## src/rtl/insn_decode_stage_pkg.sv

```systemverilog
// Shared decode definitions: field widths/shifts, opcode class masks and the
// packed decoded-entry layout used by the decode stage and its field decoder.
package insn_decode_stage_pkg;

   localparam int unsigned LEN_INSN      = 32;
   localparam int unsigned LEN_OPECODE   = 7;
   localparam int unsigned SHIFT_OPECODE = 25;
   localparam int unsigned LEN_REGNO     = 5;
   localparam int unsigned SHIFT_RD      = 20;
   localparam int unsigned SHIFT_RS      = 15;
   localparam int unsigned LEN_CC        = 4;
   localparam int unsigned SHIFT_CC      = 11;
   localparam int unsigned LEN_IMMF      = 1;
   localparam int unsigned SHIFT_IMMF    = 10;
   localparam int unsigned LEN_IMM       = 10;
   localparam int unsigned SHIFT_IMM     = 0;
   localparam int unsigned LEN_IMM_EX    = 32;
   localparam int unsigned LEN_TAG       = 32;
   localparam int unsigned LEN_SHAMT     = 5;
   localparam int unsigned LEN_OCC       = 2;

   // Opcode classes, matched on opcode[6:3] (immediates) and opcode[6:5] (reserved)
   localparam logic [3:0] OPC_SIMM  = 4'b0000;
   localparam logic [3:0] OPC_SHIFT = 4'b0001;
   localparam logic [3:0] OPC_SIMM2 = 4'b0011;
   localparam logic [1:0] OPC_RSVD  = 2'b11;

   typedef struct packed {
      logic [LEN_OPECODE-1:0] opecode;
      logic                   is_nop;
      logic                   illegal;
      logic [LEN_IMMF-1:0]    immf;
      logic [LEN_REGNO-1:0]   rd;
      logic [LEN_REGNO-1:0]   rs;
      logic [LEN_CC-1:0]      cc;
      logic [LEN_IMM_EX-1:0]  imm;
   } dec_t;

   localparam int unsigned LEN_DEC = LEN_OPECODE + 2 + LEN_IMMF + 2 * LEN_REGNO
                                     + LEN_CC + LEN_IMM_EX;

   typedef struct packed {
      dec_t               dec;
      logic [LEN_TAG-1:0] tag;
   } entry_t;

   typedef enum logic [1:0] {
      IMM_ZERO,
      IMM_SEXT,
      IMM_ZEXT,
      IMM_SHAMT
   } imm_kind_e;

   // Immediate extension kind selected by immediate flag and opcode class
   function automatic imm_kind_e imm_kind(input logic [LEN_OPECODE-1:0] opc,
                                          input logic [LEN_IMMF-1:0]    immf);
      imm_kind_e k;
      if (immf == '0) begin
         k = IMM_ZERO;
      end else begin
         case (opc[6:3])
            OPC_SIMM, OPC_SIMM2: k = IMM_SEXT;
            OPC_SHIFT:           k = IMM_SHAMT;
            default:             k = IMM_ZEXT;
         endcase
      end
      return k;
   endfunction

endpackage

```

## src/rtl/insn_field_decode.sv

```systemverilog
// Pure combinational instruction field decoder.
//   insn  : raw instruction
//   dec_o : packed dec_t (fields, nop/illegal flags, extended immediate)
module insn_field_decode
   import insn_decode_stage_pkg::*;
(
   input  logic [LEN_INSN-1:0] insn,
   output logic [LEN_DEC-1:0]  dec_o
);

   dec_t                d;
   logic [LEN_IMM-1:0]  imm_raw;
   logic [LEN_OPECODE-1:0] opc;
   logic [LEN_IMMF-1:0] immf;

   assign imm_raw = insn[SHIFT_IMM +: LEN_IMM];
   assign opc     = insn[SHIFT_OPECODE +: LEN_OPECODE];
   assign immf    = insn[SHIFT_IMMF +: LEN_IMMF];

   // Field extraction, classification and immediate extension
   always_comb begin
      d         = '0;
      d.opecode = opc;
      d.immf    = immf;
      d.rd      = insn[SHIFT_RD +: LEN_REGNO];
      d.rs      = insn[SHIFT_RS +: LEN_REGNO];
      d.cc      = insn[SHIFT_CC +: LEN_CC];
      d.is_nop  = (opc == '0);
      d.illegal = (opc[6:5] == OPC_RSVD);
      case (imm_kind(opc, immf))
         IMM_SEXT:  d.imm = LEN_IMM_EX'($signed(imm_raw));
         IMM_ZEXT:  d.imm = LEN_IMM_EX'(imm_raw);
         IMM_SHAMT: d.imm = LEN_IMM_EX'(imm_raw[LEN_SHAMT-1:0]);
         default:   d.imm = '0;
      endcase
   end

   assign dec_o = d;

endmodule

```

## src/rtl/insn_decode_stage.sv

```systemverilog
// Registered decode stage with a 2-entry skid buffer between fetch and issue.
//   clk, rst          : clock, synchronous active-high reset
//   flush             : drop all buffered entries; blocks same-cycle accept
//   in_valid/in_ready : fetch handshake (insn, in_tag)
//   out_valid/out_ready : issue handshake (decoded fields, tag_o)
//   occupancy_o       : number of entries held (0..2)
module insn_decode_stage
   import insn_decode_stage_pkg::*;
(
   input  logic                   clk,
   input  logic                   rst,
   input  logic                   flush,
   input  logic                   in_valid,
   output logic                   in_ready,
   input  logic [LEN_INSN-1:0]    insn,
   input  logic [LEN_TAG-1:0]     in_tag,
   output logic                   out_valid,
   input  logic                   out_ready,
   output logic [LEN_OPECODE-1:0] opecode_o,
   output logic                   is_nop_o,
   output logic                   illegal_o,
   output logic [LEN_IMMF-1:0]    immf_o,
   output logic [LEN_REGNO-1:0]   rd_o,
   output logic [LEN_REGNO-1:0]   rs_o,
   output logic [LEN_CC-1:0]      cc_o,
   output logic [LEN_IMM_EX-1:0]  imm_o,
   output logic [LEN_TAG-1:0]     tag_o,
   output logic [LEN_OCC-1:0]     occupancy_o
);

   logic [LEN_DEC-1:0] dec_w;
   entry_t             new_e;
   entry_t             main_q, main_d, skid_q, skid_d;
   logic               main_valid_q, main_valid_d;
   logic               skid_valid_q, skid_valid_d;
   logic               in_ready_q, in_ready_d;
   logic [LEN_OCC-1:0] occ_q, occ_d;
   logic               accept, xfer;

   insn_field_decode u_field_decode (
      .insn  (insn),
      .dec_o (dec_w)
   );

   always_comb begin
      new_e.dec = dec_t'(dec_w);
      new_e.tag = in_tag;
   end

   // Ready comes from a flop; flush and reset only ever force it low
   assign in_ready = in_ready_q & ~flush & ~rst;
   assign accept   = in_valid & in_ready;
   assign xfer     = main_valid_q & out_ready;

   // Buffer next state: main drives outputs, skid absorbs one stalled accept
   always_comb begin
      main_d       = main_q;
      skid_d       = skid_q;
      main_valid_d = main_valid_q;
      skid_valid_d = skid_valid_q;
      if (flush) begin
         main_valid_d = 1'b0;
         skid_valid_d = 1'b0;
      end else if (xfer) begin
         // A full skid implies in_ready was low, so no accept can coincide
         if (skid_valid_q) begin
            main_d       = skid_q;
            skid_valid_d = 1'b0;
         end else if (accept) begin
            main_d = new_e;
         end else begin
            main_valid_d = 1'b0;
         end
      end else if (accept) begin
         if (main_valid_q) begin
            skid_d       = new_e;
            skid_valid_d = 1'b1;
         end else begin
            main_d       = new_e;
            main_valid_d = 1'b1;
         end
      end
      in_ready_d = ~skid_valid_d;
      occ_d      = LEN_OCC'(main_valid_d) + LEN_OCC'(skid_valid_d);
   end

   always_ff @(posedge clk) begin
      if (rst) begin
         main_q       <= '0;
         skid_q       <= '0;
         main_valid_q <= 1'b0;
         skid_valid_q <= 1'b0;
         in_ready_q   <= 1'b1;
         occ_q        <= '0;
      end else begin
         main_q       <= main_d;
         skid_q       <= skid_d;
         main_valid_q <= main_valid_d;
         skid_valid_q <= skid_valid_d;
         in_ready_q   <= in_ready_d;
         occ_q        <= occ_d;
      end
   end

   assign out_valid   = main_valid_q;
   assign opecode_o   = main_q.dec.opecode;
   assign is_nop_o    = main_q.dec.is_nop;
   assign illegal_o   = main_q.dec.illegal;
   assign immf_o      = main_q.dec.immf;
   assign rd_o        = main_q.dec.rd;
   assign rs_o        = main_q.dec.rs;
   assign cc_o        = main_q.dec.cc;
   assign imm_o       = main_q.dec.imm;
   assign tag_o       = main_q.tag;
   assign occupancy_o = occ_q;

endmodule

```

## config.mk

```make
export PLATFORM = sky130hd
export DESIGN_NAME = insn_decode_stage
export DESIGN_NICKNAME = d
export VERILOG_FILES = /design/src/rtl/insn_decode_stage_pkg.sv /design/src/rtl/insn_field_decode.sv /design/src/rtl/insn_decode_stage.sv
export SDC_FILE = /design/constraint.sdc
export NUM_CORES = 1
export LEC_CHECK = 0
export ABC_AREA = 0
export BUFFER_PORTS_ARGS = -buffer_cell sky130_fd_sc_hd__buf_2
export CORE_AREA = 2 2 154 156
export DETAILED_ROUTE_END_ITERATION = 8
export DIE_AREA = 0 0 156 158
export PLACE_DENSITY = 0.65
export SLEW_MARGIN = 20
export SYNTH_ARGS = -nofsm -noshare
export SYNTH_HDL_FRONTEND = slang
export SYNTH_HIERARCHICAL = 1
export SYNTH_SLANG_ARGS = --single-unit
```

## constraint.sdc

```tcl
create_clock -name clk -period 7.1 [get_ports clk]
set_clock_uncertainty 0.1 [all_clocks]
set_input_delay 0.355 -clock clk [delete_from_list [all_inputs] [get_ports clk]]
set_output_delay 0.355 -clock clk [all_outputs]
set_load 0.05 [all_outputs]
```

# Word-level counts from Yosys, hierarchy flattened
# Cells that the tools add are included.
word_totals:
  out_inout_bits: 92
  word_cells: 62
  register_bits: 181
  in_bits: 69
op_classes:
  n_addsub: 1
  muxes: 17
  n_eq_ne: 7
  n_reduce_logical: 7
  n_bitwise: 8
op_table:
  columns: ["op", "count"]
  rows:
  - ["two-way mux 88 bit", 5]
  - ["one-hot mux 32 bit (3 select lines)", 1]
  - ["two-way mux 1 bit", 9]
  - ["AND reduction 4 bit", 2]
  - ["logical NOT 7 bit", 1]
  - ["equality test 2 bit (second input constant)", 3]
  - ["AND 1 bit", 4]
  - ["equality test 4 x 1 -> 1 bit (second input constant)", 1]
  - ["equality test 4 x 2 -> 1 bit (second input constant)", 1]
  - ["logical NOT 4 bit", 1]
  - ["NOT 1 bit", 4]
  - ["one-hot mux 2 bit (2 select lines)", 1]
  - ["nonzero test 2 bit", 2]
  - ["adder 1 x 1 -> 2 bit", 1]
  - ["equality test 2 x 1 -> 1 bit (second input constant)", 1]
  - ["two-way mux 2 bit", 1]
  - ["!= test 2 x 1 -> 1 bit (second input constant)", 1]
  - ["OR reduction 2 bit", 1]

# Logic depth before layout (Yosys ltp)
logic_depth:
  depth_word: 9
  mapped_depth: 8
  depth_no_buf: 5

# Cells and area by module
# The synthesis kept the hierarchy.
by_module_without_submodules:
  columns: ["mod", "cells_per_inst", "seq_area_each_um2", "area_each_um2", "n_inst"]
  rows:
  - ["insn_decode_stage", 1022, 3623.5, 8577.0, 1]
  - ["insn_field_decode", 60, 0.0, 437.9, 1]

# Worst setup path before layout
# Ideal clock, no wire load.
synth_path:
  path_type: "input to register"
  from: "input port insn[28]"
  to: "register main_q, in the netlist imm_o[12]"
  cell_stages: 5
  path_slack_ps: 4219
  n_path_buf: 1
  t_required_ps: 6927
  arrival_time_ps: 2707
  setup_ps: 73
  cell_sequence: "xor2_1 > nor4_1 > buf_4 > mux2i_1 > o211ai_2"
synth_via:
  elab_chain_len: 9
  word_cells_on_any_way: 15
  classes_between: "eq/ne: 5; mux: 8; reduce/logical: 2"
synth_lines:
  columns: ["item", "line_no", "source"]
  rows:
  - ["start, declared", "insn_decode_stage.sv:15", "input logic [LEN_INSN-1:0] insn,"]
  - ["equality test 4 x 2 -> 1 bit or logical NOT 4 bit (tied branches)", "insn_decode_stage_pkg.sv:61", "case (opc[6:3])"]
  - ["OR reduction 2 bit", "insn_decode_stage_pkg.sv:61", null]
  - ["one-hot mux 2 bit (2 select lines) *", "insn_decode_stage_pkg.sv:61", null]
  - ["two-way mux 2 bit *", "insn_decode_stage_pkg.sv:58", "if (immf == '0) begin"]
  - ["equality test 2 bit or equality test 2 x 1 -> 1 bit (tied branches)", "insn_field_decode.sv:30", "case (imm_kind(opc, immf))"]
  - ["one-hot mux 32 bit (3 select lines) *", "insn_field_decode.sv:30", null]
  - ["via dec_w[12]", "insn_decode_stage.sv:31", "logic [LEN_DEC-1:0] dec_w;"]
  - ["two-way mux 88 bit (on tied branches)", "insn_decode_stage.sv:75, insn_decode_stage.sv:69", null]
  - ["two-way mux 88 bit (on tied branches)", "insn_decode_stage.sv:74, insn_decode_stage.sv:66", null]
  - ["two-way mux 88 bit *", "insn_decode_stage.sv:64", "end else if (xfer) begin"]
  - ["end signal, assigned", "insn_decode_stage.sv:96", "main_q <= main_d;"]
  - ["end, declared", "insn_decode_stage.sv:33", "entry_t main_q, main_d, skid_q, skid_d;"]
# The timed path passes the listed nets; every way through them passes the cells marked *. The select of a mux whose other input is x is not followed.
# A chain may end at the register's enable or synchronous reset.

# Final worst setup path
layout_path:
  from: "input port flush"
  to: "register main_q, in the netlist imm_o[31]"
layout_via:
  elab_chain_len: 6
  word_cells_on_any_way: 7
  classes_between: "bitwise: 4; reduce/logical: 3"
layout_lines:
  columns: ["item", "line_no", "source"]
  rows:
  - ["start, declared", "insn_decode_stage.sv:12", "input logic flush,"]
  - ["NOT 1 bit (no line) *", null, null]
  - ["AND 1 bit (2 in a row)", "insn_decode_stage.sv:51", "assign in_ready = in_ready_q & ~flush & ~rst;"]
  - ["AND 1 bit", "insn_decode_stage.sv:52", "assign accept = in_valid & in_ready;"]
  - ["nonzero test 2 bit (no line)", null, null]
  - ["AND reduction 4 bit (no line) *", null, null]
# Mark *: on every way between the ends. The rest lies on a longest branch, timed or not.

==> metrics.yaml <==
final.period_utilization_pct: 51.0
routed_via_density: 5.67
start_util_pct: 39.1
clkSlewWorstSetupHoldPaths_ps: 70
fin_util_pct: 43.8
grt_pass1_wl_mm: 38.4
cellPowerDensity_nw_per_um2: 218
worst_r2r_endpoint: "imm_o[31]"
drive_gt1_share_pct: 19.0
clk_latency_ps: 420
worstSetupPathType: "input pin to flip-flop"
grt_pass1_vias: 7212
p_leak_nw: 4.20
syn_to_final_growth_pct: 11.9
tns_ps: 0
core-area_um2: 23100
pin_count: 161
via_count: 7999
ys_ff_latch: 181
seq_area_um2: 3620
die_w_um: 156
netlist_area_um2: 9010
cts-root-buf: "clkbuf_16"
finalHoldViolCount: 0
critPathLaunch: "flush"
cts_resized: 0
htreeDepth: 4
min_period_ps: 3620
internal_power_w: 0.00162
switching_share_pct: 26.5
die_h_um: 158
required_ps: 7280
seq_power_share_pct: 47.4
worst_hold_slack_ps: 84.7
drt-wirelength-per-cell_um: 17.3
holdPathStages: 3
hpwl_mm: 13.5
diodes: 0
slew_headroom_pct: 28.1
rr_worst_depth: 4
cts_buffers: 17
grt-ovfl-total: 0
ant_nets: 0
peakVddDrop_mv: 0.136
r2r_start: "in_ready_q"
clock_sinks: 181
fillers: 2256
fmax_mhz: 276
synth_warnings: 6
cts_hold_buf: 0
status: "finished, final reports clean"
clockPowerShare_pct: 42.7
ys_seq_area_share_pct: 40.2
maxCapViolCount: 0
antenna_found_initial: 1
rsz0062_at_grt: "no"
dieArea_um2: 24600
syn_area_per_cell_um2: 8.33
dp.cells: 1381
cts_tree: "yes"
cts_setup_buffers: 0
pwr-share-comb_pct: 9.9
rows: 56
grt_start_max_net_pins: 112
fin_nets: 1180
power.total_w: 0.00220
holdCritPathClass: "input pin to flip-flop"
syn_nets: 1152
ff2ff_setup_slack_ps: 3830
multiInputGateArea_um2: 4640
crit_path_end_kind: "flip-flop"
crit_fanout: 96
drv_slew: 0
drt_first_pass_iters: 5
wirelength_mm: 24.4
endpoint: "imm_o[31]"
place.gp.congestion: 0.743
worst_pin_slew_ps: 1080
p_sw_w: 0.000583
grt.total_usage_pct: 19.2
clock_path_buffers: 2
drtIter0Drc: 799
layoutNonFillerInstCount: 1412
arrival_ps: 3800
portBuffers: 160
drc: 0
critPathLaunchType: "input pin"
ys_types: 31
finalSetupViolCount: 0
syn_inst: 1082
==> per-stage QoR <==
stage | cell area, um^2 | setup slack [ps]
floorplan | 9010 | 4220
global placement | 9510 | 3100
detailed placement | 9510 | 3080
CTS | 10100 | 3520
global route | 10100 | 3290
finish | 10100 | 3480
==> logic make-up after synthesis <==
family / after synthesis / share of synthesized area (%)
DFF: 181 / 40.2
AOI/OAI and AO/OA: 358 / 22.9
xor gates and xnor gates: 1 / 0.0972
buffers and inverters: 162 / 8.98
muxes: 88 / 9.77
and+or+nand+nor: 291 / 18.0
adders and majority gates: 1 / 0.139
==> synthesized netlist by cell type (all sizes together) <==
cell	n	share of area [%]
a2111o	2	0.25
a2111oi	1	0.097
a211oi	1	0.083
a21oi	90	5.0
and2	6	0.42
and3	4	0.28
buf	66	5.0
clkbuf	96	4.0
dfxtp	181	40
ha	1	0.14
mux2i	88	9.8
nand2	2	0.083
nand2b	2	0.14
nand3	177	9.9
nand3b	1	0.083
nand4bb	1	0.12
nor2b	92	6.4
nor3b	1	0.083
nor4	2	0.14
nor4bb	1	0.11
o211ai	88	7.7
o21ai	176	9.8
or4	1	0.083
or4b	1	0.15
xor2	1	0.097
==> sequential cells by signal, summed over array words and instances (netlist names) <==
| register | flops |
|---|---|
| skid_q | 88 |
| imm_o | 32 |
| tag_o | 32 |
| opecode_o | 7 |
| rd_o | 5 |
| rs_o | 5 |
| cc_o | 4 |
| occupancy_o | 2 |
| illegal_o | 1 |
| immf_o | 1 |
| in_ready_q | 1 |
| is_nop_o | 1 |
| out_valid | 1 |
| skid_valid_q | 1 |
==> area by class of cell <==
class	instances	area share (%)
well taps	290	3.60
flip-flops and latches	181	35.9
clock inverters	10	1.23
multi-input cells	739	46.0
repair buffers	171	8.82
clock buffers	21	4.46
==> worst max-delay path: stages <==
cell	delay (ps)
buf_2	80
buf_4	750
nand4bb_4	790
a2111o_2	890
buf_4	620
o211ai_1	190
==> layout by cell type (no fill, tap or decap), types with 11 or more instances in the layout <==
cell type,instances
nand3_1,176
buf_2,159
dfxtp_1,181
o21ai_0,173
a21oi_1,90
mux2i_1,88
nor2b_1,91
o211ai_1,82
buf_4,11
clkbuf_16,17
==> layer usage <==
layer	GRT usage, %	up-vias	routed length, um
met5	0	-	13
met4	6.03	2	455
met3	3.34	33	1240
met2	29.8	211	11200
met1	27.2	3846	11400
li1	-	3907	-
==> worst min path at each step <==
stage                  to  slack [ps]       start
2_1_floorplan   skid_q[0]         350   skid_q[0]
3_3_place_gp   skid_q[15]         360  skid_q[15]
3_5_place_dp   skid_q[71]         370  skid_q[71]
4_1_cts        skid_q[26]          70  in_tag[26]
5_1_grt         skid_q[5]          80   in_tag[5]
6_report       skid_q[26]          80  in_tag[26]
==> power groups by stage <==
stage / clock [W] / sequential [W] / combinational, W
finish: 0.000941 / 0.00104 / 0.000218
floorplan: 0 / 0.00112 / 0.000102
CTS: 0.000963 / 0.00104 / 0.000218
detailed placement: 0 / 0.00107 / 0.000218
global route: 0.00101 / 0.00105 / 0.000233
global placement: 0 / 0.00107 / 0.000216
No activity file was read; power rests on OpenSTA's default activity.
